### src/rtl/keypad_move_if.sv
// -----------------------------------------------------------------------------
// keypad_move_if
//   Bundles the keypad matrix pins and the move-command outputs that
//   keypad_move_encoder exchanges with the board and the connect4 game core.
//
//   Signals
//     kp_row        [3:0]  keypad row sense lines, active-low (pulled up on board)
//     kp_col        [3:0]  keypad column drive, one-cold
//     keypadButton  [3:0]  move column 0..6 for one cycle; 4'hF when idle
//     pop                  1 = pop move, 0 = drop move; valid with a move code
//     pop_armed            pop modifier currently armed (LED)
//
//   Modports
//     master : the encoder (senses rows, drives columns and move outputs)
//     slave  : the board/game side
// -----------------------------------------------------------------------------
interface keypad_move_if;
    logic [3:0] kp_row;
    logic [3:0] kp_col;
    logic [3:0] keypadButton;
    logic       pop;
    logic       pop_armed;

    modport master (
        input  kp_row,
        output kp_col,
        output keypadButton,
        output pop,
        output pop_armed
    );

    modport slave (
        output kp_row,
        input  kp_col,
        input  keypadButton,
        input  pop,
        input  pop_armed
    );
endinterface

### src/rtl/keypad_move_encoder.sv
// -----------------------------------------------------------------------------
// keypad_move_encoder
//   Scans a 4x4 matrix keypad one column at a time, debounces whole-matrix
//   frames and turns a clean single-key press into a one-cycle move command
//   for the connect4 core. Between presses keypadButton holds 4'hF, because
//   the core treats any value below 7 as a move on every cycle.
//
//   Key map (row r, col c -> snapshot bit r*4+c):
//     row 0: 1 2 3 A   row 1: 4 5 6 B   row 2: 7 8 9 C   row 3: 0 F E D
//   Keys 1..7 emit moves 0..6; F toggles the pop modifier, 0 clears it.
//
//   Parameters
//     SCAN_DIV      cycles each column is driven (>= 2)
//     DEBOUNCE_CNT  identical frames needed before the debounced state moves (>= 1)
//
//   Ports
//     clk     system clock
//     reset   synchronous, active-high
//     kp_if   keypad_move_if.master (kp_row in; kp_col, keypadButton, pop,
//             pop_armed out)
//
//   Build option
//     KEYPAD_POP_ARM_EN  when defined, keys F/0 arm/clear the pop modifier and
//                        pop follows it; when undefined only drop moves are
//                        generated and pop/pop_armed stay 0.
// -----------------------------------------------------------------------------
module keypad_move_encoder #(
    parameter int unsigned SCAN_DIV     = 100000,
    parameter int unsigned DEBOUNCE_CNT = 4
) (
    input  logic          clk,
    input  logic          reset,
    keypad_move_if.master kp_if
);
    localparam int unsigned      CNT_W     = $clog2(SCAN_DIV);
    localparam int unsigned      STB_W     = $clog2(DEBOUNCE_CNT + 1);
    localparam logic [CNT_W-1:0] CNT_LAST  = CNT_W'(SCAN_DIV - 1);
    localparam logic [STB_W-1:0] STB_MAX   = STB_W'(DEBOUNCE_CNT);
    localparam logic [3:0]       IDLE_CODE = 4'hF;
`ifdef KEYPAD_POP_ARM_EN
    localparam logic [3:0]       BIT_KEY0  = 4'd12;
    localparam logic [3:0]       BIT_KEYF  = 4'd13;
`endif

    typedef enum logic [1:0] {COL0, COL1, COL2, COL3} scan_state_e;
    // DB_MULTI doubles as the post-reset BLOCKED state: a debounced NONE
    // has to be seen before any press can fire.
    typedef enum logic [1:0] {DB_NONE, DB_SINGLE, DB_MULTI} deb_state_e;

    scan_state_e      state_q,  state_d;
    logic [CNT_W-1:0] cnt_q,    cnt_d;
    logic [15:0]      snap_q,   snap_d;    // frame being assembled
    logic [15:0]      prev_q,   prev_d;    // last completed, differing frame
    logic [STB_W-1:0] stable_q, stable_d;
    deb_state_e       deb_q,    deb_d;
    logic [3:0]       button_q, button_d;
    logic             pop_q,    pop_d;
    logic             armed_q,  armed_d;

    logic [15:0] col_snap;   // snap_q with the current column's rows merged in
    logic        last_cnt;
    logic        frame_end;
    deb_state_e  frame_cls;
    logic [3:0]  key_bit;
    logic        is_move;
    logic [3:0]  move_col;

    assign last_cnt  = (cnt_q == CNT_LAST);
    assign frame_end = last_cnt && (state_q == COL3);

    // Frame decode: merge live rows, classify, locate the pressed key.
    always_comb begin
        col_snap = snap_q;
        for (int r = 0; r < 4; r++) begin
            col_snap[{2'(r), state_q}] = ~kp_if.kp_row[r];
        end

        if (col_snap == 16'd0) begin
            frame_cls = DB_NONE;
        end else if ((col_snap & (col_snap - 16'd1)) == 16'd0) begin
            frame_cls = DB_SINGLE;
        end else begin
            frame_cls = DB_MULTI;
        end

        key_bit = 4'd0;
        for (int i = 15; i >= 0; i--) begin
            if (col_snap[i]) key_bit = 4'(i);
        end

        is_move  = 1'b1;
        move_col = IDLE_CODE;
        case (key_bit)
            4'd0:    move_col = 4'd0;  // key 1
            4'd1:    move_col = 4'd1;  // key 2
            4'd2:    move_col = 4'd2;  // key 3
            4'd4:    move_col = 4'd3;  // key 4
            4'd5:    move_col = 4'd4;  // key 5
            4'd6:    move_col = 4'd5;  // key 6
            4'd8:    move_col = 4'd6;  // key 7
            default: is_move  = 1'b0;
        endcase
    end

    // Next-state logic for scan FSM, debouncer and outputs.
    always_comb begin
        // NOTE: every signal gets a default before any branch so no path
        // leaves a value unassigned, which would infer a latch.
        state_d  = state_q;
        cnt_d    = cnt_q + CNT_W'(1);
        snap_d   = snap_q;
        prev_d   = prev_q;
        stable_d = stable_q;
        deb_d    = deb_q;
        button_d = IDLE_CODE;
        pop_d    = 1'b0;
        armed_d  = armed_q;

        if (last_cnt) begin
            cnt_d  = '0;
            snap_d = col_snap;
            case (state_q)
                COL0:    state_d = COL1;
                COL1:    state_d = COL2;
                COL2:    state_d = COL3;
                default: state_d = COL0;
            endcase
        end

        if (frame_end) begin
            if (col_snap == prev_q) begin
                if (stable_q != STB_MAX) stable_d = stable_q + STB_W'(1);
            end else begin
                prev_d   = col_snap;
                stable_d = '0;
            end

            if (stable_d == STB_MAX) begin
                deb_d = frame_cls;
                // Only a clean NONE -> SINGLE transition is a press.
                if ((deb_q == DB_NONE) && (frame_cls == DB_SINGLE)) begin
                    if (is_move) button_d = move_col;
`ifdef KEYPAD_POP_ARM_EN
                    if (is_move) begin
                        pop_d   = armed_q;
                        armed_d = 1'b0;
                    end else if (key_bit == BIT_KEYF) begin
                        armed_d = ~armed_q;
                    end else if (key_bit == BIT_KEY0) begin
                        armed_d = 1'b0;
                    end
`else
                    armed_d = 1'b0;
`endif
                end
            end
        end
    end

    always_ff @(posedge clk) begin
        // NOTE: state registers use non-blocking assignments so every flop
        // samples the pre-edge values, independent of statement order.
        if (reset) begin
            state_q  <= COL0;
            cnt_q    <= '0;
            snap_q   <= '0;
            prev_q   <= '0;
            stable_q <= '0;
            deb_q    <= DB_MULTI;
            button_q <= IDLE_CODE;
            pop_q    <= 1'b0;
            armed_q  <= 1'b0;
        end else begin
            state_q  <= state_d;
            cnt_q    <= cnt_d;
            snap_q   <= snap_d;
            prev_q   <= prev_d;
            stable_q <= stable_d;
            deb_q    <= deb_d;
            button_q <= button_d;
            pop_q    <= pop_d;
            armed_q  <= armed_d;
        end
    end

    assign kp_if.kp_col       = ~(4'b0001 << state_q);
    assign kp_if.keypadButton = button_q;
    assign kp_if.pop          = pop_q;
    assign kp_if.pop_armed    = armed_q;

endmodule

### src/flat_wrapper.sv
// flat-port wrapper written by rule: the top's interface ports become plain ports
module keypad_move_encoder_flat 
#(
    parameter int unsigned SCAN_DIV     = 100000,
    parameter int unsigned DEBOUNCE_CNT = 4
)
  (clk, reset, kp_if_kp_row, kp_if_kp_col, kp_if_keypadButton, kp_if_pop, kp_if_pop_armed);
  keypad_move_if kp_if_i ();
  input  logic clk;
  input  logic reset;
  input wire logic [$bits(kp_if_i.kp_row)-1:0] kp_if_kp_row;
  output wire logic [$bits(kp_if_i.kp_col)-1:0] kp_if_kp_col;
  output wire logic [$bits(kp_if_i.keypadButton)-1:0] kp_if_keypadButton;
  output wire logic [$bits(kp_if_i.pop)-1:0] kp_if_pop;
  output wire logic [$bits(kp_if_i.pop_armed)-1:0] kp_if_pop_armed;
  assign kp_if_i.kp_row = kp_if_kp_row;
  assign kp_if_kp_col = kp_if_i.kp_col;
  assign kp_if_keypadButton = kp_if_i.keypadButton;
  assign kp_if_pop = kp_if_i.pop;
  assign kp_if_pop_armed = kp_if_i.pop_armed;
  keypad_move_encoder #(.SCAN_DIV(SCAN_DIV), .DEBOUNCE_CNT(DEBOUNCE_CNT)) u_core (.clk(clk), .reset(reset), .kp_if(kp_if_i));
endmodule
### config.mk
export PLATFORM = sky130hd
export DESIGN_NAME = keypad_move_encoder_flat
export DESIGN_NICKNAME = d
export VERILOG_FILES = /design/src/rtl/keypad_move_if.sv /design/src/rtl/keypad_move_encoder.sv /design/src/flat_wrapper.sv
export SDC_FILE = /design/constraint.sdc
export NUM_CORES = 1
export LEC_CHECK = 0
export ABC_AREA = 1
export CAP_MARGIN = 20
export CORE_UTILIZATION = 35
export CTS_BUF_LIST = sky130_fd_sc_hd__clkbuf_16
export DETAILED_ROUTE_END_ITERATION = 6
export DONT_BUFFER_PORTS = 1
export PLACE_DENSITY = 0.54
export SYNTH_ARGS = -nofsm -noshare
export SYNTH_HDL_FRONTEND = slang
export SYNTH_SLANG_ARGS = --single-unit
### constraint.sdc
create_clock -name clk -period 2.2 [get_ports clk]
set_input_delay 0.22 -clock clk [delete_from_list [all_inputs] [get_ports clk]]
set_output_delay 0.22 -clock clk [all_outputs]
set_load 0.03 [all_outputs]
==> metrics.log <==
[metrics] status: complete, but fails checks
[metrics] failing checks: setup timing
[metrics] min cycle time layout: 2.53 ns
[metrics] number of port buffers: 0
[metrics] root buffer cell: clkbuf_16
[metrics] startpoint of the lowest-slack hold path: reset
[metrics] layout-stage area growth over the synthesis result: 45.8%
[metrics] commonest non-fill, non-tap cell in the layout: buf_4
[metrics] Hold Crit Depth: 2
[metrics] Die Ht: between 100 and 150 um
[metrics] share of the clock period used by the worst path after layout: 1.15
[metrics] Critical Path Fanout Max: 5
[metrics] max-slew violation count: 0
[metrics] number of antenna violations at the first check in global routing: 0
[metrics] leftover overflow at the end of global routing: 0
[metrics] Critical Path Source Type: flip-flop
[metrics] combined global-route utilization of all metal layers: 0.189
[metrics] startpoint of the worst register-to-register path: u_core.state_q[1]$_SDFFE_PP0N_
[metrics] vias in the first global route: between 2000 and 3000
[metrics] Worst Hold Margin: 0.0970 ns
[metrics] Worst Setup End Kind: flip-flop
[metrics] Std-Cell Rows: 35
[metrics] CTS max path bufs: 2
[metrics] RSZ-0062 raised after global routing: true
[metrics] Yosys reg bits: 60
[metrics] count of endpoints failing setup in the final report: 24
[metrics] CTS tree: yes
[metrics] clock sink total: 60
[metrics] clock-pin slew on the worst setup and hold paths: about 0.06 ns
[metrics] Syn. warnings: 0
[metrics] core area: slightly above 0.009 mm2
[metrics] Worst Path Arrival: 2.79 ns
[metrics] layout cells sized above 1: 0.341
[metrics] fin nets: 582
[metrics] final setup margin: -0.329 ns
[metrics] via count: between 3000 and 4000
[metrics] Inserted Clock Buffers: 9
[metrics] synthesized area per cell: roughly 7 um2
[metrics] fmax: approximately 400 MHz
[metrics] terminus of the critical flop-to-flop path: u_core.prev_q[13]$_SDFFE_PP0P_
[metrics] Die Wd: 100 um
[metrics] peak supply drop: 0.308 mV
[metrics] Hold Crit Endpoint: u_core.deb_q[1]$_SDFFE_PP1P_
[metrics] Starting DRT DRC Count: roughly 130
[metrics] die area: around 0.01 mm2
[metrics] startpoint-to-endpoint class of the critical path: reg -> reg
[metrics] Post-Synthesis Cells: a little under 500
[metrics] setup slack at placement: -0.380 ns
[metrics] sequential element share of the synthesized area: 0.356
[metrics] Routed Wire Length: approximately 9400 um
[metrics] primary flip-flop cell chosen by synthesis mapping: dfxtp_1
[metrics] number of distinct library cells after synthesis: 43
[metrics] post-synthesis instance area: between 0.003 and 0.004 mm2
[metrics] IO Count: 16
[metrics] Final ANT Viol Nets: 0
[metrics] max-cap violations: 0
[metrics] R2R depth: 15
[metrics] largest net degree at the start of global routing: 39
[metrics] wire length of the first global-routing pass: roughly 15000 um
[metrics] H-tree level count: 3
[metrics] final RePlAce weighted congestion: 0.841
[metrics] number of enable flip-flop cells after synthesis: 0
[metrics] data required time of the critical path: about 2.5 ns
[metrics] power per standard cell area: between 500 and 600 mW/mm2
[metrics] Inserted Diodes: 0
[metrics] Hold WC Path Type: in -> reg
[metrics] Lkg Pwr: roughly 0.002 uW
[metrics] first drt pass iteration count: 4
[metrics] Final Hold Vio Count: 0
[metrics] routed wirelength normalized by instance count: 13.4 um
[metrics] initial cell density of the core: 0.364
[metrics] detailed placer's ending HPWL: 6370 um
[metrics] Reg2Reg Setup Slack: -0.33 ns
[metrics] worst clock skew on the final layout: between 0.009 and 0.01 ns
[metrics] async set-reset flop share out of synthesis: 0
[metrics] most used cells in the layout excluding fill and tap cells: 75 x buf_4, 73 x nand2_1, 68 x inv_1, 58 x dfxtp_1, 40 x a21oi_1
[metrics] Vias/cell: between 4 and 5
[metrics] clock insertion delay at the later pin of the skew report: ~0.33 ns
[metrics] # DRC: 0
==> timing repair <==
item	in CTS	in global routing
setup buffers	14	8
pin swaps	21	32
endpoints found under the hold margin	4	0
cloned	2	1
resized for setup	50	44
hold buffers	1	0
setup endpoints to repair	25	26
==> area by class of cell <==
class,count,area [um2]
clock inverters,7,100
multi-input cells,328,2130
repair buffers,90,790
well taps,129,161
fillers,900,4360
flip-flops and latches,60,1210
clock buffers,9,225
inverters,80,313
==> through the flow <==
step                      cell area [um2]  power (uW)  instances  TNS [ns]  utilization
after CTS                            4660        2830        696     -4.73        0.502
final                                4920        2800        703     -5.55        0.530
after global routing                 4920        2910        703     -8.51        0.530
after detailed placement             4020        1260        664     -5.49        0.433
after floorplan                      3450        1220        485    -0.334            -
after global placement               4020        1260        664     -4.14        0.433
==> Yosys cell counts (all sizes together) (2+ instances only) <==
cell type / n / share of area
a31oi: 2 / 0.0037
nor4: 8 / 0.023
inv: 80 / 0.089
xnor2: 2 / 0.0052
o21ai: 54 / 0.092
nand4: 11 / 0.020
nand2: 85 / 0.098
a21oi: 49 / 0.074
o21a: 3 / 0.0067
or2: 3 / 0.0056
maj3: 2 / 0.0063
nor3: 11 / 0.021
ha: 7 / 0.026
xor2: 15 / 0.039
nor3b: 2 / 0.0044
clkbuf: 9 / 0.010
buf: 8 / 0.017
a211oi: 2 / 0.0044
nor2: 49 / 0.061
dfxtp: 60 / 0.36
nand3: 17 / 0.027
==> where the power goes <==
part | internal, uW | switching, uW
combinational | 72.2 | 103
clock | 996 | 540
sequential | 1090 | 2.83
==> worst max-delay path by stage <==
| stage | from | to | slack [ns] | cells past startpoint |
|---|---|---|---|---|
| floorplan | u_core.state_q[1]$_SDFFE_PP0N_ | u_core.kp_if.keypadButton[0]$_SDFF_PP1_ | -0.09 | 14 |
| global placement | u_core.state_q[1]$_SDFFE_PP0N_ | u_core.kp_if.keypadButton[0]$_SDFF_PP1_ | -0.33 | 14 |
| detailed placement | u_core.state_q[1]$_SDFFE_PP0N_ | u_core.kp_if.keypadButton[1]$_SDFF_PP1_ | -0.38 | 14 |
| CTS | u_core.state_q[1]$_SDFFE_PP0N_ | u_core.kp_if.keypadButton[1]$_SDFF_PP1_ | -0.28 | 14 |
| global route | u_core.state_q[1]$_SDFFE_PP0N_ | u_core.kp_if.keypadButton[1]$_SDFF_PP1_ | -0.50 | 13 |
| finish | u_core.state_q[1]$_SDFFE_PP0N_ | u_core.prev_q[13]$_SDFFE_PP0P_ | -0.33 | 15 |
==> state kept, by name, summed over array words and instances, names as in the netlist <==
register	count
u_core.cnt_q	17
u_core.deb_q	2
u_core.kp_if.keypadButton	4
u_core.prev_q	16
u_core.snap_q	16
u_core.stable_q	3
u_core.state_q	2
==> cells by family after synthesis <==
group	count (synthesis)	share of synthesized area
simple gates	186	0.260
xor+xnor	17	0.0441
other cells	1	0.00111
fa+ha+maj	9	0.0322
buf+inv	97	0.116
flops	60	0.356
compound gates	114	0.191
==> worst max-delay path, cell delays in order (launching register included) <==
cell     delay, ns
dfxtp_4       0.37
inv_4         0.05
ha_4          0.17
buf_4         0.14
o21ai_4       0.15
buf_4         0.14
xor2_1        0.16
nand3_1       0.15
nor4_4        0.30
nand2_2       0.13
nand2_2       0.14
buf_6         0.14
buf_6         0.13
buf_16        0.12
o21ai_2       0.05
nor2_1        0.12
==> routing by layer <==
| layer | wire length [um] | up-vias | track usage | share of wire |
|---|---|---|---|---|
| met5 | 0 | - | 0 | 0 |
| met4 | 218 | 0 | 0.0736 | 0.023 |
| met3 | 384 | 19 | 0.0383 | 0.041 |
| met2 | 4270 | 72 | 0.285 | 0.45 |
| met1 | 4550 | 1578 | 0.265 | 0.48 |
| li1 | - | 1743 | - | - |
(Power assumes the default switching activity.)
